## src/rtl/qnigma_piso_pkg.sv

```systemverilog
// qnigma_piso_pkg -- shared types and helpers for the parallel-in serial-out shifter.
// Parameter-free and width-agnostic. The frame vector type depends on the
// instance's WIDTH and LENGTH, so each module declares it locally.
package qnigma_piso_pkg;

    typedef enum logic [0:0] {
        IDLE  = 1'b0,
        SHIFT = 1'b1
    } piso_state_t;

    // Limit a requested frame length to the register depth.
    function automatic int unsigned clamp_len(input int unsigned len, input int unsigned max_len);
        return (len > max_len) ? max_len : len;
    endfunction

endpackage

```

## src/rtl/qnigma_piso_sreg.sv

```systemverilog
// qnigma_piso_sreg -- directional shift register for qnigma_piso.
// Ports:
//   clk, rst     clock, synchronous active-high reset
//   load         capture par_i, aligned so that the head is at a fixed slot
//   shift        advance the register by one symbol toward the head slot
//   par_i        frame to capture
//   len_i        clamped frame length, 0..LENGTH
//   head_o       current head symbol, taken straight from the register
module qnigma_piso_sreg
    import qnigma_piso_pkg::*;
#(
    parameter int WIDTH  = 8,
    parameter int LENGTH = 8,
    parameter bit RIGHT  = 1'b0,
    localparam int CW    = $clog2(LENGTH + 1)
) (
    input  logic                           clk,
    input  logic                           rst,
    input  logic                           load,
    input  logic                           shift,
    input  logic [LENGTH-1:0][WIDTH-1:0]   par_i,
    input  logic [CW-1:0]                  len_i,
    output logic [WIDTH-1:0]               head_o
);

    typedef logic [LENGTH*WIDTH-1:0] flat_t;

    flat_t sreg_q, sreg_d;
    flat_t par_flat, load_vec, shift_vec;

    assign par_flat = par_i;

    generate
        if (RIGHT == 1'b0) begin : g_left
            // Head is element len-1. Shifting the frame up by the unused slots
            // parks the head in the top slot for every length, so ser_o is
            // always the same register slice.
            assign load_vec  = par_flat << (WIDTH * (LENGTH - int'(len_i)));
            assign shift_vec = sreg_q << WIDTH;
            assign head_o    = sreg_q[LENGTH*WIDTH-1 -: WIDTH];
        end else begin : g_right
            // Head is element 0. Elements at len and above reach the head
            // only after the frame has ended, so they are never emitted.
            assign load_vec  = par_flat;
            assign shift_vec = sreg_q >> WIDTH;
            assign head_o    = sreg_q[WIDTH-1:0];
        end
    endgenerate

    // Load wins over shift: on a back-to-back final beat the old frame is exhausted.
    always_comb begin
        sreg_d = sreg_q;
        if (load) begin
            sreg_d = load_vec;
        end else if (shift) begin
            sreg_d = shift_vec;
        end
    end

    always_ff @(posedge clk) begin
        if (rst) begin
            sreg_q <= '0;
        end else begin
            sreg_q <= sreg_d;
        end
    end

endmodule

```

## src/rtl/qnigma_piso.sv

```systemverilog
// qnigma_piso -- parallel-in serial-out shifter with valid/ready on both sides.
// Ports:
//   clk, rst     clock, synchronous active-high reset
//   par_i        frame to send, sampled on acceptance
//   len_i        symbols in frame (clamped to LENGTH), sampled on acceptance
//   load_val     frame valid
//   load_rdy     frame can be accepted this cycle
//   ser_o        current symbol (registered)
//   ser_val      ser_o valid
//   ser_rdy      sink accepts ser_o
//   ser_last     ser_o is the final symbol of the frame
//   done         one-cycle pulse after the final symbol is accepted
module qnigma_piso
    import qnigma_piso_pkg::*;
#(
    parameter int WIDTH  = 8,
    parameter int LENGTH = 8,
    parameter bit RIGHT  = 1'b0,
    localparam int CW    = $clog2(LENGTH + 1)
) (
    input  logic                           clk,
    input  logic                           rst,
    input  logic [LENGTH-1:0][WIDTH-1:0]   par_i,
    input  logic [CW-1:0]                  len_i,
    input  logic                           load_val,
    output logic                           load_rdy,
    output logic [WIDTH-1:0]               ser_o,
    output logic                           ser_val,
    input  logic                           ser_rdy,
    output logic                           ser_last,
    output logic                           done
);

    piso_state_t    state_q, state_d;
    logic [CW-1:0]  cnt_q, cnt_d;
    logic           done_q, done_d;

    logic [CW-1:0]  len_c;
    logic           accept;
    logic           beat;

    assign len_c    = CW'(clamp_len(int'(len_i), LENGTH));
    assign ser_val  = (state_q == SHIFT);
    assign ser_last = (state_q == SHIFT) && (cnt_q == CW'(1));
    assign beat     = ser_val && ser_rdy;
    // A new frame may enter on the accepted final beat, giving gap-free
    // back-to-back frames; load_val is never part of this term.
    assign load_rdy = (state_q == IDLE) || (ser_last && ser_rdy);
    assign accept   = load_val && load_rdy;
    assign done     = done_q;

    // NOTE: every signal written here gets a default first, so no path leaves
    // it unassigned and no latch is inferred.
    always_comb begin
        state_d = state_q;
        cnt_d   = cnt_q;
        done_d  = 1'b0;

        if (beat) begin
            cnt_d = cnt_q - CW'(1);
            if (cnt_q == CW'(1)) begin
                done_d  = 1'b1;
                state_d = IDLE;
            end
        end

        if (accept) begin
            if (len_c == '0) begin
                // Empty frame: nothing to send, just acknowledge it.
                done_d  = 1'b1;
                state_d = IDLE;
                cnt_d   = '0;
            end else begin
                state_d = SHIFT;
                cnt_d   = len_c;
            end
        end
    end

    // NOTE: state registers use non-blocking assignments so every flop samples
    // the pre-edge values regardless of block ordering.
    always_ff @(posedge clk) begin
        if (rst) begin
            state_q <= IDLE;
            cnt_q   <= '0;
            done_q  <= 1'b0;
        end else begin
            state_q <= state_d;
            cnt_q   <= cnt_d;
            done_q  <= done_d;
        end
    end

    qnigma_piso_sreg #(
        .WIDTH  (WIDTH),
        .LENGTH (LENGTH),
        .RIGHT  (RIGHT)
    ) u_sreg (
        .clk    (clk),
        .rst    (rst),
        .load   (accept),
        .shift  (beat),
        .par_i  (par_i),
        .len_i  (len_c),
        .head_o (ser_o)
    );

endmodule

```

## config.mk

```make
export PLATFORM = sky130hd
export DESIGN_NAME = qnigma_piso
export DESIGN_NICKNAME = d
export VERILOG_FILES = /design/src/rtl/qnigma_piso_pkg.sv /design/src/rtl/qnigma_piso_sreg.sv /design/src/rtl/qnigma_piso.sv
export SDC_FILE = /design/constraint.sdc
export NUM_CORES = 1
export LEC_CHECK = 0
export ABC_AREA = 0
export CORE_MARGIN = 3
export CORE_UTILIZATION = 45
export CTS_CLUSTER_SIZE = 25
export DETAILED_ROUTE_END_ITERATION = 10
export PLACE_DENSITY = 0.69
export SLEW_MARGIN = 20
export SYNTH_ARGS = -nofsm -noshare
export SYNTH_HDL_FRONTEND = slang
export SYNTH_HIERARCHICAL = 1
export SYNTH_SLANG_ARGS = --single-unit
```

## constraint.sdc

```tcl
create_clock -name clk -period 4.16 [get_ports clk]
set_input_delay 0.832 -clock clk [delete_from_list [all_inputs] [get_ports clk]]
set_output_delay 0.832 -clock clk [all_outputs]
set_load 0.05 [all_outputs]
```

==> results of run 1 <==
sequential cells by signal (all words and copies together), names as in the netlist:
register,cells
ser_val,1
done,1
cnt_q,4
u_sreg/sreg_q,64
per-layer routing:
metal  GRT usage (%)  up-vias  wire length, um
li1                -     2339                -
met1            42.6     2466             8010
met2            36.1      326             7070
met3            5.36       20             1860
met4            6.97        0              210
met5               0        -                0
per-stage QoR:
| step | util, % | worst slack (ns) | hold slack [ns] |
|---|---|---|---|
| global placement | 53.7 | 0.423 | 0.453 |
| CTS | 56.4 | 0.707 | 0.465 |
| floorplan | - | 0.756 | 0.443 |
| global route | 56.4 | 0.618 | 0.495 |
| detailed placement | 53.8 | 0.332 | 0.456 |
| finish | 56.4 | 0.797 | 0.468 |
cell usage after synthesis, types with 9 or more instances:
cell / n
mux2i_1: 32
o21ai_0: 45
mux4_2: 25
nor2_1: 41
o21bai_1: 11
a311oi_1: 9
clkbuf_1: 32
a211oi_1: 18
inv_1: 25
dfxtp_1: 70
o21ai_1: 16
nand3_1: 19
a21oi_1: 64
buf_4: 12
buf_2: 16
a221oi_1: 20
nand2_1: 23
layout make-up:
| cell class | count | area, um^2 |
|---|---|---|
| inverters | 27 | 101 |
| clock inverters | 4 | 47.5 |
| multi-input cells | 425 | 3350 |
| well taps | 140 | 175 |
| repair buffers | 96 | 931 |
| clock buffers | 11 | 243 |
| fillers | 990 | 4830 |
| flip-flops and latches | 70 | 1400 |
where the power goes:
group	internal (mW)	leakage, nW	total (mW)	switching (mW)
clock	0.475	0.141	0.773	0.298
combinational	0.272	1.35	0.675	0.403
sequential	0.728	0.576	0.757	0.0294
total	1.48	2.07	2.21	0.730
critical path: cells and delay by family:
kind / cells / cell delay [ns]
simple gates: 2 / 0.99
buf+inv: 3 / 0.78
compound gates: 2 / 0.64
fa+ha+maj: 1 / 0.30
worst paths after layout:
kind                           from           endpoint  slack [ns]  cells after the start
setup / recovery           len_i[1]  u_sreg/sreg_q[35]        0.80                      8
hold / removal    u_sreg/sreg_q[36]  u_sreg/sreg_q[36]        0.47                      2
setup reg to reg           cnt_q[0]  u_sreg/sreg_q[14]        1.24                      8
hold reg to reg   u_sreg/sreg_q[36]  u_sreg/sreg_q[36]        0.47                      2
layout by cell type (no fill, tap or decap), types with 3 or more instances in the layout:
cell	instances
nand3_1	19
o21ai_1	16
a2111oi_1	6
dfxtp_1	70
a311oi_2	7
nand2_1	23
a32oi_1	4
a31oi_1	6
clkdlybuf4s50_1	81
clkbuf_16	9
buf_4	12
a311oi_1	9
nand3b_1	3
inv_1	25
o2bb2ai_1	6
o21bai_1	11
nor3_1	7
a211oi_2	7
a211oi_1	18
a221oi_1	20
o21ai_0	45
a22o_1	6
nor2_1	40
mux2i_1	32
mux4_2	25
a21oi_1	64
nor4_1	5
cell families after synthesis:
logic type | synth area share (%)
and+or+nand+nor | 12.8
buffers and inverters | 9.15
muxes | 17.2
xor gates and xnor gates | 0.529
adders and majority gates | 0.721
DFF | 26.9
AOI/OAI and AO/OA | 32.7
==> metrics.md, run 1 <==
| Metric | Value |
|---|---|
| Die outline width | `roughly 110 um` |
| Final critical-path share of the clock period | `between 80 and 90%` |
| Synth Instances | `between 500 and 600` |
| Number of warnings printed during yosys synthesis | `6` |
| Total power after layout | `2.21 mW` |
| VDD IR-drop max | `between 0.15 and 0.2 mV` |
| Total of hold buffers inserted after clock tree synthesis | `0` |
| Post-Syn Nets | `664` |
| Wire length of the first global-routing pass | `26.9 mm` |
| Post-Place Cell Area | `5960 um^2` |
| Number of flops mapped to enable cells by yosys | `0` |
| CORE AREA | `11100 um^2` |
| Number of iterations in the first detailed-routing pass | `5` |
| HPWL reported at the end of detailed placement | `12.1 mm` |
| Unrepaired setup endpoints after global routing | `no` |
| Routed wire per std cell | `22.2 um` |
| Initial core utilization | `between 40% and 50%` |
| Cell with the biggest individual delay on the critical path | `nor4_4` |
| Total gr overflow | `0` |
| # placed instances | `758` |
| Number of distinct library cell variants in the gate-level netlist after synthesis | `66` |
| Netlist Area Pre-Place | `between 5000 and 6000 um^2` |
| Cell types occupying the most area after synthesis | `dfxtp_1 (27%), mux4_2 (11%), a21oi_1 (6.1%)` |
| Final non-filler cell total | `a little under 800` |
| Vert. Die Dim | `114 um` |
| Post-CTS setup repair buffer count | `0` |
| Clock tree from TritonCTS | `built` |
| Vias after detailed routing | `5151` |
| Final WL | `approximately 17 mm` |
| Run status | `complete, no violations` |
| Final antenna diode count | `0` |
| Post-CTS sizing | `0` |
| Power density cells | `~350 nW/um^2` |
| Detailed Route Iter0 Violations | `541` |
| Kind of critical path | `in -> reg` |
| Num CTS Buffers | `9` |
| Antenna violations before repair | `0` |
| Required time worst endpoint | `roughly 4.4 ns` |
| Cell chain of the critical path | `clkdlybuf4s50_1 > nor2b_1 > inv_1 > ha_2 > buf_12 > nor4_4 > a221oi_1 > a2111oi_1` |
| FP Rows | `38` |
| Via count of the first global-routing pass | `~4600` |
| Clock slew seen by the registers of the worst setup and hold paths | `approximately 0.060 ns` |
| Kind of end point of the critical path | `flop` |
| Post-Layout Inst Area | `~6300 um^2` |
| Highest Clock Rate | `0.297 GHz` |
| Yosys top cell by area | `dfxtp_1` |
| Final net count | `around 700` |
| Mean instance size in the synthesized netlist | `8.84 um^2` |
| Max-cap violations | `0` |
| Area share of the largest cell type after synthesis | `26.9%` |
| Final sum of negative setup slack | `0 ns` |
| Synthesis-to-layout area growth | `20.0%` |
| Layout cell share with drive strength beyond 1 | `14.4%` |
| Post-detailed-route DRC marker count | `0` |
| Clock root buffer | `clkbuf_16` |
| Critical path fanouts, max | `48` |
| Clk buf depth | `2` |
| Arrival time of the worst setup path | `between 3 and 4 ns` |
| Clk_skew | `0.00650 ns` |
| Die Area | `12900 um^2` |
| Clock insertion delay at the later pin of the skew report | `around 0.35 ns` |
| Most used flip-flop cell after synthesis | `dfxtp_1` |
| Relative slew margins | `30.1%` |
| Slew of the pin with the lowest slew margin | `1.05 ns` |
| Number of clock sinks seen by CTS | `70` |
| Hold Violations, Final | `0` |
| Number of levels the H-tree was split into | `3` |
| Worst path max stage delay | `0.59 ns` |
| Maximum number of pins on one net before global-route repair | `51` |
| Buffers on Ports | `83` |
| Overall fraction of global-route tracks in use | `a little over a quarter` |
| Pins Over Slew Limit | `0` |
| FFs w/ async S/R, synth | `0%` |
| Register bit total from synthesis | `70` |
| Last weighted congestion value of the routability-driven placer | `0.940` |
| Per-cell via count in the routed design | `6.66` |
| Number of placed I/O pins | `84` |
| Launching element type of the critical path | `input pin` |
| Class of the most critical hold timing path | `reg -> reg` |
| Sequential area share after synthesis | `roughly 27%` |
| Leak pwr | `2.07 nW` |
| Final number of setup-violating endpoints | `0` |
| Count of antenna-violating nets left after detailed routing | `0` |
| Minimum clock period after layout | `3.36 ns` |
(Power assumes the default switching activity.)
==> inputs of run 2 (changes only) <==
clock period = 3.45 ns   (was 4.16 ns; I/O delays follow)
==> metrics.md, run 2 (synthesis gave the netlist of run 1 again) <==
| Metric | Value |
|---|---|
| Post-CTS sizing | `0 (unchanged)` |
| Cell chain of the critical path | `clkdlybuf4s50_1 > nand4bb_4 > nand2_1 > clkdlybuf4s50_1` |
| Final number of setup-violating endpoints | `0 (unchanged)` |
| Commonest non-fill, non-tap cell in the layout | `clkdlybuf4s50_1` |
| Launching element type of the critical path | `input pin` |
| Clock insertion delay at the later pin of the skew report | `0.34 ns (about the same)` |
| Run status | `complete, no violations` |
| GRT met3 Usage | `9.39% (+4.0 points)` |
| Via count of the first global-routing pass | `4885 (+6.2%)` |
| Layout cell share with drive strength beyond 1 | `16.7% (+2.3 points)` |
| Final net count | `722 (+2.6%)` |
| Final antenna diode count | `0 (unchanged)` |
| Critical path fanouts, max | `4 (-92%)` |
| Max-cap violations | `0 (unchanged)` |
| Highest Clock Rate | `roughly 0.33 GHz` |
| Met2 track utilization from global routing | `38.6% (+2.4 points)` |
| Per-cell via count in the routed design | `6.65 (-0.28%)` |
| Post-Place Cell Area | `6140 um^2 (+3.0%)` |
| Synthesis-to-layout area growth | `24.0%` |
| Slew of the pin with the lowest slew margin | `0.710 ns (-0.338 ns)` |
| Vert. Die Dim | `114 um (unchanged)` |
| Number of flip-flops under the largest register name | `64 (unchanged)` |
| Initial core utilization | `47.0% (unchanged)` |
| Clk buf depth | `2 (unchanged)` |
| Die Area | `12900 um^2 (unchanged)` |
| Required time worst endpoint | `2.76 ns (-1.60 ns)` |
| Kind of end point of the critical path | `primary output` |
| Register with the most flip-flops | `u_sreg/sreg_q` |
| CORE AREA | `11100 um^2 (unchanged)` |
| Class of the most critical hold timing path | `reg -> reg` |
| Pins Over Slew Limit | `0 (unchanged)` |
| Grt peak-use layer | `met1` |
| FP Rows | `38 (unchanged)` |
| Maximum number of pins on one net before global-route repair | `46 (-9.8%)` |
| Fill cell count | `1005 (+1.5%)` |
| Post-Layout Inst Area | `6460 um^2 (+3.3%)` |
| Hold Violations, Final | `0 (unchanged)` |
| Final critical-path share of the clock period | `slightly below 90%` |
| Final WL | `17.9 mm (+4.2%)` |
| Power density cells | `433 nW/um^2 (+23%)` |
| Clock slew seen by the registers of the worst setup and hold paths | `0.06 ns (about the same)` |
| Critical path's most frequent cell | `clkdlybuf4s50_1` |
| Relative slew margins | `52.7% (+23 points)` |
| Antenna violations before repair | `0 (unchanged)` |
| Count of antenna-violating nets left after detailed routing | `0 (unchanged)` |
| Family with the most delay on the worst path | `buffers and inverters` |
| Vias after detailed routing | `5263 (+2.2%)` |
| Number of levels the H-tree was split into | `3 (unchanged)` |
| GR Layer Usage met1 | `40.4% (-2.2 points)` |
| Unrepaired setup endpoints after global routing | `no` |
| Cell with the biggest individual delay on the critical path | `clkdlybuf4s50_1` |
| Number of buffers and inverters on the critical path | `2 (-1)` |
| Worst path max stage delay | `0.81 ns (+0.22 ns)` |
| Routed wire per std cell | `22.6 um (+1.7%)` |
| VDD IR-drop max | `0.206 mV (+18%)` |
| Post-CTS setup repair buffer count | `0 (unchanged)` |
| Final sum of negative setup slack | `0 ns (unchanged)` |
| Die outline width | `114 um (unchanged)` |
| Total gr overflow | `0 (unchanged)` |
| Clk_skew | `0.00432 ns (-0.00218 ns)` |
| Num CTS Buffers | `9 (unchanged)` |
| Total of hold buffers inserted after clock tree synthesis | `0 (unchanged)` |
| Highest-count cells in the layout ignoring fill and taps | `clkdlybuf4s50_1 (81), dfxtp_1 (70), a21oi_1 (64), o21ai_0 (45), nor2_1 (41)` |
| HPWL reported at the end of detailed placement | `13.0 mm (+6.7%)` |
| Setup slack, reg-to-reg | `0.97 ns (-0.27 ns)` |
| Leak pwr | `2.19 nW (+5.7%)` |
| Detailed Route Iter0 Violations | `816 (+51%)` |
| Wire length of the first global-routing pass | `27.7 mm (+3.2%)` |
| Post-detailed-route DRC marker count | `0 (unchanged)` |
| Clock tree from TritonCTS | `built` |
| Clock root buffer | `clkbuf_16` |
| Number of placed I/O pins | `84 (unchanged)` |
| Core occupancy in the finished layout | `58.3% (+1.9 points)` |
| Leading registers by flop count | `u_sreg/sreg_q (64), cnt_q (4)` |
| Number of clock sinks seen by CTS | `70 (unchanged)` |
| Minimum clock period after layout | `3.03 ns` |
| Last weighted congestion value of the routability-driven placer | `0.930 (-1.0%)` |
| Buffers on Ports | `83 (unchanged)` |
| Kind of critical path | `in -> out` |
| Overall fraction of global-route tracks in use | `27.4% (+0.73 points)` |
| Arrival time of the worst setup path | `2.34 ns (-1.22 ns)` |
| Number of iterations in the first detailed-routing pass | `7 (+2)` |
==> run 2: cell types whose count changed in the layout (fill, tap and decap cells not counted) <==
cell       delta
bufinv_16     +1
nor2b_1       +1
buf_12        +4
buf_4        +14
inv_6         +2
clkbuf_8      -1
nor2b_2       -1
nor2_4        -1
nor2_1        +1
clkbuf_1      -1
==> run 2: path summary, 6_finish.rpt <==
kind,startpoint,endpoint,cells after the start
worst max-delay path,ser_rdy,load_rdy,4
worst min-delay path,u_sreg/sreg_q[32],u_sreg/sreg_q[32],2
worst max register to register,cnt_q[0],u_sreg/sreg_q[50],9
worst min register to register,u_sreg/sreg_q[32],u_sreg/sreg_q[32],2
==> run 2: where the power goes <==
part	internal, mW	leakage, nW	switching, mW
clock	0.636	0.156	0.390
sequential	0.877	0.576	0.0355
combinational	0.355	1.46	0.503
total	1.87	2.19	0.929
==> run 2: worst min-delay path: stages, from the launching register on <==
cell,delay (ns)
dfxtp_1,0.30
inv_1,0.06
a2111oi_1,0.07
==> run 2: area by class of cell <==
type | count | area (um^2) | area share [%]
Clock inverter | 7 | 95.1 | 1.47
Tap cell | 140 | 175 | 2.71
Clock buffer | 9 | 225 | 3.49
Multi-Input combinational cell | 425 | 3340 | 51.8
Inverter | 27 | 101 | 1.57
Timing Repair Buffer | 114 | 1120 | 17.3
Sequential cell | 70 | 1400 | 21.7
==> run 2: through the flow <==
stage	hold WS (ns)	setup WS, ns	power [mW]	instances
6_report	0.476	0.417	2.80	792
5_1_grt	0.489	0.340	2.89	792
4_1_cts	0.476	0.419	2.78	792
3_5_place_dp	0.463	0.364	1.76	776
3_3_place_gp	0.450	0.409	1.74	776
2_1_floorplan	0.443	0.188	1.47	589
==> run 2: per-layer routing <==
layer	part of all wire, %	wire length, um
met2	43	7650
met4	1.4	245
met5	0	0
met1	43	7610
met3	13	2370
==> inputs of run 3 (changes only) <==
CAP_MARGIN = 20   (was unset)
==> results of run 3 <==
The final DEF is identical to that of run 2; final timing and power are the same.
